## config.mk

```make
export PLATFORM = sky130hd
export DESIGN_NAME = slave_range_access_flat
export DESIGN_NICKNAME = d
export VERILOG_FILES = /design/src/rtl/slave_range_access_if.sv /design/src/rtl/slave_range_access.sv /design/src/flat_wrapper.sv
export SDC_FILE = /design/constraint.sdc
export NUM_CORES = 1
export LEC_CHECK = 0
export CAP_MARGIN = 0
export CORE_AREA = 5 5 42 44
export CTS_BUF_LIST = sky130_fd_sc_hd__clkbuf_4
export DETAILED_ROUTE_END_ITERATION = 10
export DIE_AREA = 0 0 47 49
export PLACE_DENSITY = 0.83
export SLEW_MARGIN = 20
export SYNTH_ARGS = -nofsm -noshare
export SYNTH_HDL_FRONTEND = slang
export SYNTH_SLANG_ARGS = --single-unit
```

## constraint.sdc

```tcl
create_clock -name clk -period 2 [get_ports clk]
set_input_delay 0.4 -clock clk [delete_from_list [all_inputs] [get_ports clk]]
set_output_delay 0.4 -clock clk [all_outputs]
set_load 0.05 [all_outputs]
```

## src/rtl/slave_range_access_if.sv

```systemverilog
`default_nettype none
// ============================================================================
// Module      : slave_range_access_if
// Description : Register-bus slave port for slave_range_access. It carries the
//               bus request side (address, request, ack_comb, abort), the
//               word-side completion (external_ack), and the qualified outputs
//               toward the word bank and the bus.
//   master modport : bus / word-bank side; drives the request and ack inputs,
//                    observes the qualified outputs
//   slave modport  : slave_range_access side
// Revision    : 1.0 - initial release
// ============================================================================
interface slave_range_access_if #(
    parameter int ADDR_WIDTH = 16,
    parameter int NUM_WORDS  = 4
);
    localparam int IDX_WIDTH = (NUM_WORDS > 1) ? $clog2(NUM_WORDS) : 1;

    logic [ADDR_WIDTH-1:0] address;
    logic                  request;
    logic                  ack_comb;
    logic                  abort;
    logic                  external_ack;
    logic [NUM_WORDS-1:0]  qualified_req;
    logic [IDX_WIDTH-1:0]  qualified_idx;
    logic                  qualified_ack;
    logic                  timeout_err;
    logic                  busy;

    modport master (
        output address, request, ack_comb, abort, external_ack,
        input  qualified_req, qualified_idx, qualified_ack, timeout_err, busy
    );

    modport slave (
        input  address, request, ack_comb, abort, external_ack,
        output qualified_req, qualified_idx, qualified_ack, timeout_err, busy
    );
endinterface
`default_nettype wire

```

## src/rtl/slave_range_access.sv

```systemverilog
`default_nettype none
// ============================================================================
// Module      : slave_range_access
// Description : Slave-side access qualifier for a window of NUM_WORDS word
//               registers starting at word address BASE_ADDR. A bus request
//               that hits the window is registered and presented as a one-hot
//               per-word request plus the word index. The acknowledge is either
//               immediate or taken from external_ack, with an optional timeout
//               that forces an error completion so the bus cannot hang.
// Ports       :
//   clk                 rising-edge clock
//   rst                 synchronous, active-high reset
//   bus.address         word address, valid with request
//   bus.request         bus request
//   bus.ack_comb        combined bus ack; ends the current access
//   bus.abort           bus abort; ends the current access without ack
//   bus.external_ack    completion from the addressed word's logic
//   bus.qualified_req   one-hot registered request, bit i = word BASE_ADDR+i
//   bus.qualified_idx   registered word index (address - BASE_ADDR)
//   bus.qualified_ack   ack toward the bus
//   bus.timeout_err     one-cycle pulse alongside a forced (timeout) ack
//   bus.busy            high while an access is being qualified
// Revision    : 1.0 - initial release
// ============================================================================
module slave_range_access #(
    parameter int                    ADDR_WIDTH        = 16,
    parameter logic [ADDR_WIDTH-1:0] BASE_ADDR         = '0,
    parameter int                    NUM_WORDS         = 4,
    parameter int                    NEED_EXTERNAL_ACK = 0,
    parameter int                    ACK_TIMEOUT       = 16
) (
    input  wire logic           clk,
    input  wire logic           rst,
    slave_range_access_if.slave bus
);

    localparam int IDX_WIDTH = (NUM_WORDS > 1) ? $clog2(NUM_WORDS) : 1;
    localparam int CNT_WIDTH = (ACK_TIMEOUT > 0) ? $clog2(ACK_TIMEOUT + 1) : 1;

    // Window bounds carried one bit wider than the address so a window that
    // ends exactly at the top of the address space does not wrap to zero.
    localparam logic [ADDR_WIDTH:0] c_win_lo = {1'b0, BASE_ADDR};
    localparam logic [ADDR_WIDTH:0] c_win_hi = c_win_lo + (ADDR_WIDTH + 1)'(NUM_WORDS);

    localparam logic [0:0] c_st_idle = 1'b0;
    localparam logic [0:0] c_st_req  = 1'b1;

    // ------------------------------------------------------------------
    // Elaboration-time parameter checks
    // ------------------------------------------------------------------
    generate
        if (NUM_WORDS < 1 || NUM_WORDS > 256) begin : g_bad_num_words
            $error("slave_range_access: NUM_WORDS must be in 1..256");
        end
        if ((64'(BASE_ADDR) + 64'(NUM_WORDS)) > (64'd1 << ADDR_WIDTH)) begin : g_bad_window
            $error("slave_range_access: window extends past the top of the address space");
        end
    endgenerate

    logic [0:0]           r_state;
    logic [0:0]           w_state_nxt;
    logic [NUM_WORDS-1:0] r_req;
    logic [IDX_WIDTH-1:0] r_idx;
    logic [ADDR_WIDTH:0]  w_addr_ext;
    logic                 w_hit;
    logic [IDX_WIDTH-1:0] w_idx;
    logic                 w_busy;
    logic                 w_start;
    logic                 w_done;
    logic                 w_timeout;

    assign w_addr_ext = {1'b0, bus.address};
    assign w_hit      = (w_addr_ext >= c_win_lo) && (w_addr_ext < c_win_hi);
    assign w_idx      = IDX_WIDTH'(bus.address - BASE_ADDR);
    assign w_busy     = (r_state == c_st_req);

    // ------------------------------------------------------------------
    // Next-state logic
    // ------------------------------------------------------------------
    always_comb begin
        w_state_nxt = r_state;
        w_start     = 1'b0;
        w_done      = 1'b0;
        case (r_state)
            c_st_idle: begin
                // A request still held after a completion re-qualifies only
                // from here, which enforces one IDLE cycle between accesses.
                if (bus.request && w_hit && !bus.ack_comb && !bus.abort) begin
                    w_start     = 1'b1;
                    w_state_nxt = c_st_req;
                end
            end
            c_st_req: begin
                if (bus.abort || bus.ack_comb || w_timeout) begin
                    w_done      = 1'b1;
                    w_state_nxt = c_st_idle;
                end
            end
            default: begin
                w_state_nxt = c_st_idle;
            end
        endcase
    end

    // ------------------------------------------------------------------
    // State, one-hot request and index registers
    // ------------------------------------------------------------------
    always_ff @(posedge clk) begin
        if (rst) begin
            r_state <= c_st_idle;
            r_req   <= '0;
            r_idx   <= '0;
        end else begin
            r_state <= w_state_nxt;
            if (w_start) begin
                r_req <= NUM_WORDS'(1) << w_idx;
                r_idx <= w_idx;
            end else if (w_done) begin
                // Index is returned to 0 so it reads 0 whenever idle.
                r_req <= '0;
                r_idx <= '0;
            end
        end
    end

    // ------------------------------------------------------------------
    // Acknowledge wait counter and timeout
    // ------------------------------------------------------------------
    generate
        if (NEED_EXTERNAL_ACK != 0 && ACK_TIMEOUT != 0) begin : g_timeout
            localparam logic [CNT_WIDTH-1:0] c_cnt_last = CNT_WIDTH'(ACK_TIMEOUT - 1);
            localparam logic [CNT_WIDTH-1:0] c_cnt_max  = CNT_WIDTH'(ACK_TIMEOUT);

            logic [CNT_WIDTH-1:0] r_cnt;

            always_ff @(posedge clk) begin
                if (rst) begin
                    r_cnt <= '0;
                end else if (w_start) begin
                    r_cnt <= '0;
                end else if (w_busy && !bus.external_ack && (r_cnt != c_cnt_max)) begin
                    r_cnt <= r_cnt + CNT_WIDTH'(1);
                end
            end

            // The counter holds the number of completed wait cycles, so the
            // ACK_TIMEOUT-th REQ cycle is the one that sees ACK_TIMEOUT-1.
            assign w_timeout = w_busy && !bus.external_ack && (r_cnt == c_cnt_last);
        end else begin : g_no_timeout
            assign w_timeout = 1'b0;
        end
    endgenerate

    // ------------------------------------------------------------------
    // Outputs
    // ------------------------------------------------------------------
    generate
        if (NEED_EXTERNAL_ACK == 0) begin : g_ack_immediate
            assign bus.qualified_ack = w_busy;
        end else begin : g_ack_external
            // Combinational path from external_ack so the word logic can
            // complete in the same cycle it asserts its ack.
            assign bus.qualified_ack = w_busy && (bus.external_ack || w_timeout);
        end
    endgenerate

    assign bus.qualified_req = r_req;
    assign bus.qualified_idx = r_idx;
    assign bus.timeout_err   = w_timeout;
    assign bus.busy          = w_busy;

endmodule
`default_nettype wire

```

## src/flat_wrapper.sv

```systemverilog
// flat-port wrapper written by rule: the top's interface ports become plain ports
module slave_range_access_flat 
#(
    parameter int                    ADDR_WIDTH        = 16,
    parameter logic [ADDR_WIDTH-1:0] BASE_ADDR         = '0,
    parameter int                    NUM_WORDS         = 4,
    parameter int                    NEED_EXTERNAL_ACK = 0,
    parameter int                    ACK_TIMEOUT       = 16
)
  (clk, rst, bus_address, bus_request, bus_ack_comb, bus_abort, bus_external_ack, bus_qualified_req, bus_qualified_idx, bus_qualified_ack, bus_timeout_err, bus_busy);
  slave_range_access_if #(.ADDR_WIDTH(ADDR_WIDTH), .NUM_WORDS(NUM_WORDS)) bus_i ();
  input  wire logic clk;
  input  wire logic rst;
  input wire logic [$bits(bus_i.address)-1:0] bus_address;
  input wire logic [$bits(bus_i.request)-1:0] bus_request;
  input wire logic [$bits(bus_i.ack_comb)-1:0] bus_ack_comb;
  input wire logic [$bits(bus_i.abort)-1:0] bus_abort;
  input wire logic [$bits(bus_i.external_ack)-1:0] bus_external_ack;
  output wire logic [$bits(bus_i.qualified_req)-1:0] bus_qualified_req;
  output wire logic [$bits(bus_i.qualified_idx)-1:0] bus_qualified_idx;
  output wire logic [$bits(bus_i.qualified_ack)-1:0] bus_qualified_ack;
  output wire logic [$bits(bus_i.timeout_err)-1:0] bus_timeout_err;
  output wire logic [$bits(bus_i.busy)-1:0] bus_busy;
  assign bus_i.address = bus_address;
  assign bus_i.request = bus_request;
  assign bus_i.ack_comb = bus_ack_comb;
  assign bus_i.abort = bus_abort;
  assign bus_i.external_ack = bus_external_ack;
  assign bus_qualified_req = bus_i.qualified_req;
  assign bus_qualified_idx = bus_i.qualified_idx;
  assign bus_qualified_ack = bus_i.qualified_ack;
  assign bus_timeout_err = bus_i.timeout_err;
  assign bus_busy = bus_i.busy;
  slave_range_access #(.ADDR_WIDTH(ADDR_WIDTH), .BASE_ADDR(BASE_ADDR), .NUM_WORDS(NUM_WORDS), .NEED_EXTERNAL_ACK(NEED_EXTERNAL_ACK), .ACK_TIMEOUT(ACK_TIMEOUT)) u_core (.clk(clk), .rst(rst), .bus(bus_i));
endmodule
```

# ---- After elaboration in Yosys (flattened, before gate mapping)
# Index checks and enable logic that the tools add are counted.
dict set report classes {
  magnitude_cmp 2
  n_shift 1
  mux 10
  bitwise 1
  reduce_logical 8
}
# cell n
set ops {}
lappend ops {{16-bit by 1-bit greater-or-equal comparator with 1-bit output (second input constant)} 1}
lappend ops {{16-bit by 3-bit less-than comparator with 1-bit output (second input constant)} 1}
lappend ops {{4-bit 2-to-1 mux} 2}
lappend ops {{1-bit 2-to-1 mux} 5}
lappend ops {{1-bit logical AND} 4}
lappend ops {{2-bit 2-to-1 mux} 2}
lappend ops {{1-bit by 2-bit left shift with 4-bit output (first input constant)} 1}
lappend ops {{1-bit logical NOT} 2}
lappend ops {{1-bit case mux with 2 select lines} 1}
lappend ops {{2-bit nonzero test} 1}
lappend ops {{1-bit logical OR} 1}
lappend ops {{1-bit inverter} 1}
dict set report totals {
  ff_bits 7
  inputBits 22
  out_inout_bits 9
  elab_cells 25
}

# ---- Depth between registers and ports, before layout
dict set report logic_depth {
  depth_word 8
  mapped_depth 4
  ltp_nobuf 4
}

# ---- Worst setup path after synthesis
# No wires, ideal clock.
dict set report synth_path {
  path_kind {reg2reg}
  from {register u_core.r_state, in the netlist u_core.bus.busy}
  to {register u_core.r_idx[0], in the netlist u_core.bus.qualified_idx[0]}
  setup_ns 0.072
  t_arrival_ns 1.513
  path_slack_ns 0.415
  path_stages_with_launch 5
  period_less_slack_ns 1.585
  cell_sequence {dfxtp_1 > nor4b_1 > nand3_1 > nor3_4 > mux2i_1}
}
dict set report synth_via {
  elab_chain_cells 2
  word_cells_on_any_way 4
  cone_classes {mux: 3; reduce/logical: 1}
}
# item line
set synth_lines {}
lappend synth_lines {{start, declared} slave_range_access.sv:60} ;# logic [0:0] r_state;
lappend synth_lines {{start signal, assigned} slave_range_access.sv:110} ;# r_state <= c_st_idle;
lappend synth_lines {{start signal, assigned} slave_range_access.sv:114} ;# r_state <= w_state_nxt;
lappend synth_lines {{1-bit 2-to-1 mux} slave_range_access.sv:84} ;# case (r_state)
lappend synth_lines {{2-bit 2-to-1 mux or 2-bit nonzero test (tied branches)} --}
lappend synth_lines {{end signal, assigned} slave_range_access.sv:117} ;# r_idx <= w_idx;
lappend synth_lines {{end, declared} slave_range_access.sv:63} ;# logic [IDX_WIDTH-1:0] r_idx;
# Parallel ways exist; a longest one is shown, timed or not.
# A chain may end at the register's enable or synchronous reset.

# ---- Final worst setup path
dict set report layout_path {
  from {register u_core.r_state, in the netlist u_core.bus.busy}
  to {output port bus_qualified_ack}
}
# item line
set layout_rtl {}
lappend layout_rtl {{end, declared} flat_wrapper.sv:21} ;# output wire logic [$bits(bus_i.qualified_ack)-1:0] bus_qualified_ack;
# No word-level cell between the ends.

==> run metrics <==
outcome=complete, no violations; Via density=4.43; Port-buffer cells=28; Starting Density=0.259; Crit Path Category=register to primary output; syn nets=61; HP Start=u_core.bus.qualified_idx[1]; CTS tree=done; H-tree depth reported by CTS=1; final hold viol count=0; final max-slew violation count=0; Synth Instances=39; initial DRC count=1; Antenna Cells=0; Worst R2R Start=u_core.bus.busy; critical path's largest stage delay=0.83 ns; FILL cells=136; clock slew at reported path FFs=0.05 ns; CP Launch Point=u_core.bus.busy; Min Hold Slack=0.464 ns; largest fanout on the critical path=5; Peak VDD IR=0.000416 V; crit share post-route=0.940; cell type with the largest total area after synthesis=dfxtp_1; Die ar.=2300 um^2; grt ovf=0; Die X=47 um; dpl hpwl=904 um; final core occ=0.498; setup tns final=0 ns; post-cts repair resize count=0; Post-Place Worst Slack=0.0663 ns; DR pass1 iterations=2; root buffer cell=clkbuf_4; crit-path cells=clkdlybuf4s50_1; DR vias=381; Post-Route WL=1.07 mm; Post-layout nets=93; mean routed wirelength per cell=12.5 um; Least-Margin Pin Slew=0.499 ns; first-pass GRT wire length=1.52 mm; register area share after synthesis=0.386; clk_lat worst skew=0.26 ns; max_cap viols=0; register area=140 um^2; CTS Buf Count=3; library cells used by synthesis=19; minimum clock period=1.88 ns; yosys warns=0; mean area per synthesized cell=9.30 um^2; Hold Path Class=register to register; RSZ-0062 raised after global routing=false; drc violations=0; Layout Area Growth over Synthesis=92.4%; Mapped Area=363 um^2; Die Ht=49 um; post-route ant nets=0; crit path DAT=1.48 ns; Synth Register Bits=7; Slew headroom=0.666; initial antenna violation count=0; Area contributors post-synth=dfxtp_1 (39%), mux2i_1 (17%), nand2_1 (6.2%), nor3_4 (4.5%), buf_4 (4.1%); Final Total Pwr=344 uW; vias in the first global route=362; global placer's final weighted congestion=0.719; Post-CTS Setup Bufs=0; largest net degree at the start of global routing=8; Setup Skew=0.00279 ns; layout cell share with drive strength beyond 1=0.129; LEAKAGE=0.252 nW; setup violation total in the final timing report=0; f_max=532 MHz; Multi-input gate area=204 um^2; top cell type's share of synthesized area=0.386; Worst Setup End Kind=primary output; I/O pin count=31; clk buf depth=2; overall routing resource usage=0.0954; pwr dens=493 nW/um^2; FP Rows=14; clk sinks=7; Max stage delay cell, worst path=clkdlybuf4s50_1; Worst Path Required=1.60 ns; Buf+Inv Stages, Crit Path=1; CP Launch Type=register; core area=1400 um^2; Post-CTS Hold Fix Bufs=0; Top delay family on crit path=buffers and inverters; final setup margin=0.119 ns
## cell usage in the layout, fill, tap and decap left out, drive strengths merged
cell type and count:
clkbuf 4, nand3b 1, dfxtp 7, a21oi 1
nand3 1, or2 3, nand2 6, buf 1
o21ba 1, inv 1, clkdlybuf4s50 28, nor4 2
nor4b 1, nor3 1, mux2i 6, or4 1
nand2b 2, nor2 1, conb 1, or3 1
## layer usage
metal,part of all wire,GRT usage,vias up
li1,-,-,195
met4,0.011,0.0276,0
met1,0.35,0.0956,166
met5,0,0,-
met2,0.50,0.152,18
met3,0.14,0.0701,2
## power breakdown
part,leakage [nW],switching (mW),internal (mW),total [mW]
Sequential,0.0563,0.000000534,0.140,0.140
Combinational,0.178,0.0174,0.0398,0.0573
Clock,0.0184,0.0573,0.0900,0.147
## cells in the mapped netlist
cell type  n
dfxtp_1    7
mux2i_1    6
nand2_1    6
buf_4      2
nand2b_1   2
nor4_1     2
or2_2      2
a21oi_1    1
conb_1     1
inv_1      1
nand3_1    1
nand3b_1   1
nor2_1     1
nor3_4     1
nor4b_1    1
o21ba_1    1
or2_1      1
or3_1      1
or4_4      1
## logic make-up (layout without fill, tap and decap cells)
logic type	Yosys count	count (layout)	share of synthesized area
compound gates	2	2	0.0414
mux	6	6	0.166
buf+inv	3	34	0.0517
other cells	1	1	0.0103
simple gates	20	20	0.345
flops	7	7	0.386
## through the flow
stage	cells	instance area, um^2
after floorplan	39	363
after global placement	82	668
after detailed placement	82	668
after CTS	86	698
after global routing	86	698
final	86	698
## final timing paths
kind	endpoint	slack (ns)	cells past startpoint
min	u_core.bus.qualified_idx[1]	0.46	2
min reg2reg	u_core.bus.qualified_idx[1]	0.46	2
max reg2reg	u_core.bus.qualified_idx[1]	0.58	5
max	bus_qualified_ack	0.12	1
## state kept, by name, summed over array words and instances (netlist names)
register                  flops
u_core.bus.busy               1
u_core.bus.qualified_idx      2
u_core.bus.qualified_req      4
## layout make-up
cell class | count | area share
inverter | 1 | 0.00538
multi-input combinational | 29 | 0.292
timing repair buffer | 29 | 0.430
tap | 16 | 0.0287
clock buffer | 4 | 0.0430
sequential | 7 | 0.201
Note: power is estimated with default switching activity, not from simulation.
